<file path="src/rtl/decoder_pkg.sv">
// Shared constants for the instruction decoder and its register file.
//   - I-type opcodes whose immediates are zero-extended (andi/ori/xori)
//   - register index of the JAL link register ($ra)
//   - helper that classifies an opcode as zero-extending
package decoder_pkg;

   localparam int unsigned REG_W   = 32;
   localparam int unsigned NUM_REG = 32;
   localparam int unsigned ADDR_W  = 5;

   localparam logic [5:0] OP_ANDI = 6'b001100;
   localparam logic [5:0] OP_ORI  = 6'b001101;
   localparam logic [5:0] OP_XORI = 6'b001110;

   localparam logic [ADDR_W-1:0] REG_RA = 5'd31;

   // Logical immediates are treated as unsigned; everything else is signed.
   function automatic logic is_zext_op(input logic [5:0] opcode);
      return (opcode == OP_ANDI) || (opcode == OP_ORI) || (opcode == OP_XORI);
   endfunction

endpackage

</file>
<file path="src/rtl/decoder_regfile.sv">
// 32 x 32-bit register file.
//   clk, rst      : clock and synchronous active-high reset (clears all regs)
//   raddr1_i/2_i  : asynchronous read addresses
//   rdata1_o/2_o  : asynchronous read data (old value during a same-cycle write)
//   we_i          : write enable
//   waddr_i       : write address (writes to $0 are dropped)
//   wdata_i       : write data
//   regs_o        : full register contents, $0 always reads 0
module regfile
   import decoder_pkg::*;
(
   input  logic              clk,
   input  logic              rst,
   input  logic [ADDR_W-1:0] raddr1_i,
   input  logic [ADDR_W-1:0] raddr2_i,
   output logic [REG_W-1:0]  rdata1_o,
   output logic [REG_W-1:0]  rdata2_o,
   input  logic              we_i,
   input  logic [ADDR_W-1:0] waddr_i,
   input  logic [REG_W-1:0]  wdata_i,
   output logic [REG_W-1:0]  regs_o [0:NUM_REG-1]
);

   // $0 has no storage at all, so it cannot be written or reset to anything else.
   logic [REG_W-1:0] regs_q [1:NUM_REG-1];
   logic [REG_W-1:0] regs_d [1:NUM_REG-1];
   logic [REG_W-1:0] view   [0:NUM_REG-1];

   always_comb begin
      for (int i = 1; i < NUM_REG; i++) begin
         regs_d[i] = regs_q[i];
         if (we_i && (waddr_i == ADDR_W'(i))) begin
            regs_d[i] = wdata_i;
         end
      end
   end

   always_ff @(posedge clk) begin
      for (int i = 1; i < NUM_REG; i++) begin
         if (rst) begin
            regs_q[i] <= '0;
         end else begin
            regs_q[i] <= regs_d[i];
         end
      end
   end

   always_comb begin
      view[0] = '0;
      for (int i = 1; i < NUM_REG; i++) begin
         view[i] = regs_q[i];
      end
   end

   assign rdata1_o = view[raddr1_i];
   assign rdata2_o = view[raddr2_i];
   assign regs_o   = view;

endmodule

</file>
<file path="src/rtl/decoder.sv">
// Instruction decode stage: register-file reads, immediate extension and
// write-back source/destination selection.
//   clk, rst                 : clock, synchronous active-high reset
//   Instruction              : current instruction word
//   read_data, ALU_result    : write-back candidates (load data / ALU)
//   opcplus4                 : PC+4, written to $ra on JAL
//   Jal, RegWrite, MemtoReg, RegDst : control from the main decoder
//   read_data_1/2            : contents of rs / rt (combinational)
//   Sign_extend              : extended 16-bit immediate (combinational)
//   register                 : debug view of all 32 registers
module decoder
   import decoder_pkg::*;
(
   input  logic        clk,
   input  logic        rst,
   input  logic [31:0] Instruction,
   input  logic [31:0] read_data,
   input  logic [31:0] ALU_result,
   input  logic        Jal,
   input  logic        RegWrite,
   input  logic        MemtoReg,
   input  logic        RegDst,
   input  logic [31:0] opcplus4,
   output logic [31:0] read_data_1,
   output logic [31:0] read_data_2,
   output logic [31:0] Sign_extend,
   output logic [31:0] register [0:31]
);

   logic [5:0]        opcode;
   logic [ADDR_W-1:0] rs, rt, rd;
   logic [15:0]       imm;
   logic [ADDR_W-1:0] waddr;
   logic [REG_W-1:0]  wdata;

   assign opcode = Instruction[31:26];
   assign rs     = Instruction[25:21];
   assign rt     = Instruction[20:16];
   assign rd     = Instruction[15:11];
   assign imm    = Instruction[15:0];

   assign Sign_extend = is_zext_op(opcode) ? {16'h0000, imm} : {{16{imm[15]}}, imm};

   // JAL overrides both the destination and the data source.
   always_comb begin
      waddr = RegDst ? rd : rt;
      wdata = MemtoReg ? read_data : ALU_result;
      if (Jal) begin
         waddr = REG_RA;
         wdata = opcplus4;
      end
   end

   regfile u_regfile (
      .clk      (clk),
      .rst      (rst),
      .raddr1_i (rs),
      .raddr2_i (rt),
      .rdata1_o (read_data_1),
      .rdata2_o (read_data_2),
      .we_i     (RegWrite),
      .waddr_i  (waddr),
      .wdata_i  (wdata),
      .regs_o   (register)
   );

endmodule

</file>
<file path="config.mk">
export PLATFORM = sky130hd
export DESIGN_NAME = decoder
export DESIGN_NICKNAME = d
export VERILOG_FILES = /design/src/rtl/decoder_pkg.sv /design/src/rtl/decoder_regfile.sv /design/src/rtl/decoder.sv
export SDC_FILE = /design/constraint.sdc
export NUM_CORES = 2
export LEC_CHECK = 0
export CORE_AREA = 2 2 492 494
export DETAILED_ROUTE_END_ITERATION = 8
export DIE_AREA = 0 0 494 496
export HOLD_SLACK_MARGIN = 0.03
export SYNTH_ARGS = -nofsm -noshare
export SYNTH_HDL_FRONTEND = slang
export SYNTH_SLANG_ARGS = --single-unit
</file>
<file path="constraint.sdc">
create_clock -name clk -period 2.48 [get_ports clk]
set_input_delay 0.372 -clock clk [delete_from_list [all_inputs] [get_ports clk]]
set_output_delay 0.372 -clock clk [all_outputs]
set_load 0.02 [all_outputs]
</file>
==> flow_metrics.env <==
export IMPL_wl_per_cell_um=32.6
export IMPL_status="finished with violations"
export IMPL_first_pass_iters=8
export IMPL_start_kind="input pin"
export IMPL_fp_coreArea_um2=240000
export IMPL_clk_pin_slew_ps=60
export IMPL_synth_warnings=0
export IMPL_synth_top_area_share_pct=35.4
export IMPL_initial_utilization_pct=23.4
export IMPL_dieArea_um2=245000
export IMPL_cts_tree="done"
export IMPL_fp_dieH_um=496
export IMPL_fp_dieW_um=494
export IMPL_clk_path_buf_depth=3
export IMPL_syn_cell_area_um2=56100
export IMPL_synth_area_leaders="dfxtp_1 (35%), mux2i_1 (31%), nand2b_1 (11%)"
export IMPL_cts_sinks=992
export IMPL_crit_arrival_ps=2650
export IMPL_grt_pass1_vias=53800
export IMPL_fin_crit_sh_pct=122
export IMPL_postRouteWirelength_um=353000
export IMPL_hold_viol_final=0
export IMPL_drv_cap=0
export IMPL_fin_area_um2=87300
export IMPL_overflow=0
export IMPL_ctsRootBufferMaster="clkbuf_16"
export IMPL_ys_seq_elements=992
export IMPL_r2r_setup_slack_ps=1410
export IMPL_final_max_slew_viol_count=0
export IMPL_fin_ws_ps=-538
export IMPL_yosysSeqAreaShare_pct=35.4
export IMPL_drive_above_1_share_pct=26.0
export IMPL_antenna_left=0
export IMPL_largest_registers="u_regfile.regs_q x992"
export IMPL_power_total_mw=43.6
export IMPL_skew_ps=0
export IMPL_setup_viol_count_final=64
export IMPL_drtIter0Drc=5322
export IMPL_fp_row_count=180
export IMPL_avgSynthCellArea_um2=9.86
export IMPL_portBuffers=1199
export IMPL_cp_data_required_time_ps=2110
export IMPL_ctsHoldBuffers=0
export IMPL_clk_latency_ps=790
export IMPL_final_cell_mix="mux2i_1 (1727), clkdlybuf4s50_1 (1026), nand2b_1 (945)"
export IMPL_grt_usage_pct=27.4
export IMPL_hp_class="input pin to flip-flop"
export IMPL_synth_cell_types=53
export IMPL_vias=54900
export IMPL_largest_reg_flops=992
export IMPL_synth_top_area_cell="dfxtp_1"
export IMPL_synth_cells=5694
export IMPL_io_pins=1254
export IMPL_grt_first_pass_wirelength_um=470000
export IMPL_relSlewSlack_pct=29.2
export IMPL_critPathKind="input pin to primary output"
export IMPL_finish_utilization_pct=36.4
export IMPL_avgViaCountPerCell=5.08
export IMPL_largest_register="u_regfile.regs_q"
export IMPL_grt_max_degree=139
export IMPL_max_freq_mhz=331
export IMPL_path_max_fanout=12
export IMPL_area_delta_synth_final_pct=55.5
export IMPL_place_hpwl_um=278000
export IMPL_antenna_found_initial=16
export IMPL_peakVddDrop_uv=436
export IMPL_finalCriticalPeriod_ps=3020
export IMPL_final_common_cell="mux2i_1"
export IMPL_rsz0062_at_grt="yes"
export IMPL_violations="setup timing"
export IMPL_tightest_slew_ps=1060
export IMPL_p_leak_nw=37.5
export IMPL_htreeDepth=4
export IMPL_cp_end_kind="primary output"
export IMPL_drcViolationCount=0
export IMPL_power_density_nw_per_um2=499
export IMPL_gp_congestion=1.01
export IMPL_cts_buffers=131
export IMPL_dpl_cell_area_um2=79300
export IMPL_nets=7629
==> power by group <==
group	switching, mW	internal (mW)
logic	4.12	2.92
registers	0.151	16.0
clock network	8.47	11.9
==> critical path: stages <==
cell and delay, ps:
clkdlybuf4s50_1 470, buf_4 160, nor2b_4 170, buf_12 200, buf_4 340, buf_4 260, a31oi_2 200, buf_4 220
nand3_4 70, buf_12 130
==> path summary, 6_finish.rpt <==
kind | from | to | cells after the start
setup / recovery | Instruction[19] | read_data_2[12] | 10
hold / removal | rst | u_regfile.regs_q[7][45] | 3
setup reg to reg | u_regfile.regs_q[1][121] | u_regfile.regs_q[1][121] | 6
hold reg to reg | u_regfile.regs_q[0][110] | u_regfile.regs_q[0][110] | 2
==> layout make-up <==
cell class	instances	area (um2)
fill	23700	152000
multi-input combinational	4087	35400
timing repair buffer	2281	23200
sequential	992	20100
tap	3185	3990
clock buffer	177	3710
clock inverter	64	836
antenna	11	27.5
inverter	2	7.51
==> layer usage <==
metal | GRT usage (%) | wire [um] | part of all wire [%] | vias up
met5 | 0 | 7 | 0.0020 | -
met4 | 14.7 | 22200 | 6.3 | 2
met3 | 6.84 | 30900 | 8.8 | 606
met2 | 40.2 | 147000 | 42 | 2956
met1 | 36.8 | 153000 | 43 | 27500
li1 | - | - | - | 23800
==> kinds of logic after synthesis <==
group                  share of synthesized area (%)
multiplexers                                    34.7
AND/OR/NAND/NOR                                 16.6
flip-flops                                      35.4
buffers and inverters                           5.92
AO/OA/AOI/OAI                                   7.42
other                                        0.00668
==> cell usage after synthesis (all sizes together) <==
library cell	count
nand2b	963
a31oi	64
and2	3
dfxtp	992
a21oi	131
conb	1
or2	2
a22oi	256
inv	2
a21boi	1
nand3	198
mux2	64
nand2	177
o31ai	1
nor3	69
a311o	1
nor2b	74
nand3b	69
o21ai	98
a21bo	1
mux4	64
and3b	2
buf	299
mux2i	1729
nor3b	4
a2111oi	1
a221oi	64
a311oi	2
and3	5
nor2	9
or3	3
clkbuf	345
==> stage by stage <==
step                hold WS (ps)  instances  setup TNS [ps]  worst slack [ps]
floorplan                    564       5725               0              76.3
global placement             486      10500         -241800             -1370
finish                       120      10800          -25100              -538
detailed placement           485      10500         -285640             -1300
global route                 113      10800          -29490              -639
CTS                         76.9      10800          -29490              -712
==> repair_timing <==
| action | in CTS | in global routing |
|---|---|---|
| endpoints found under the hold margin | 0 | 0 |
| endpoints found under the setup margin | 141 | 76 |
| cloned | 2 | 1 |
| setup buffers | 60 | 15 |
| pin swaps | 90 | 60 |
| gates resized for setup | 785 | 151 |
Power figures use the tool's default switching activity.
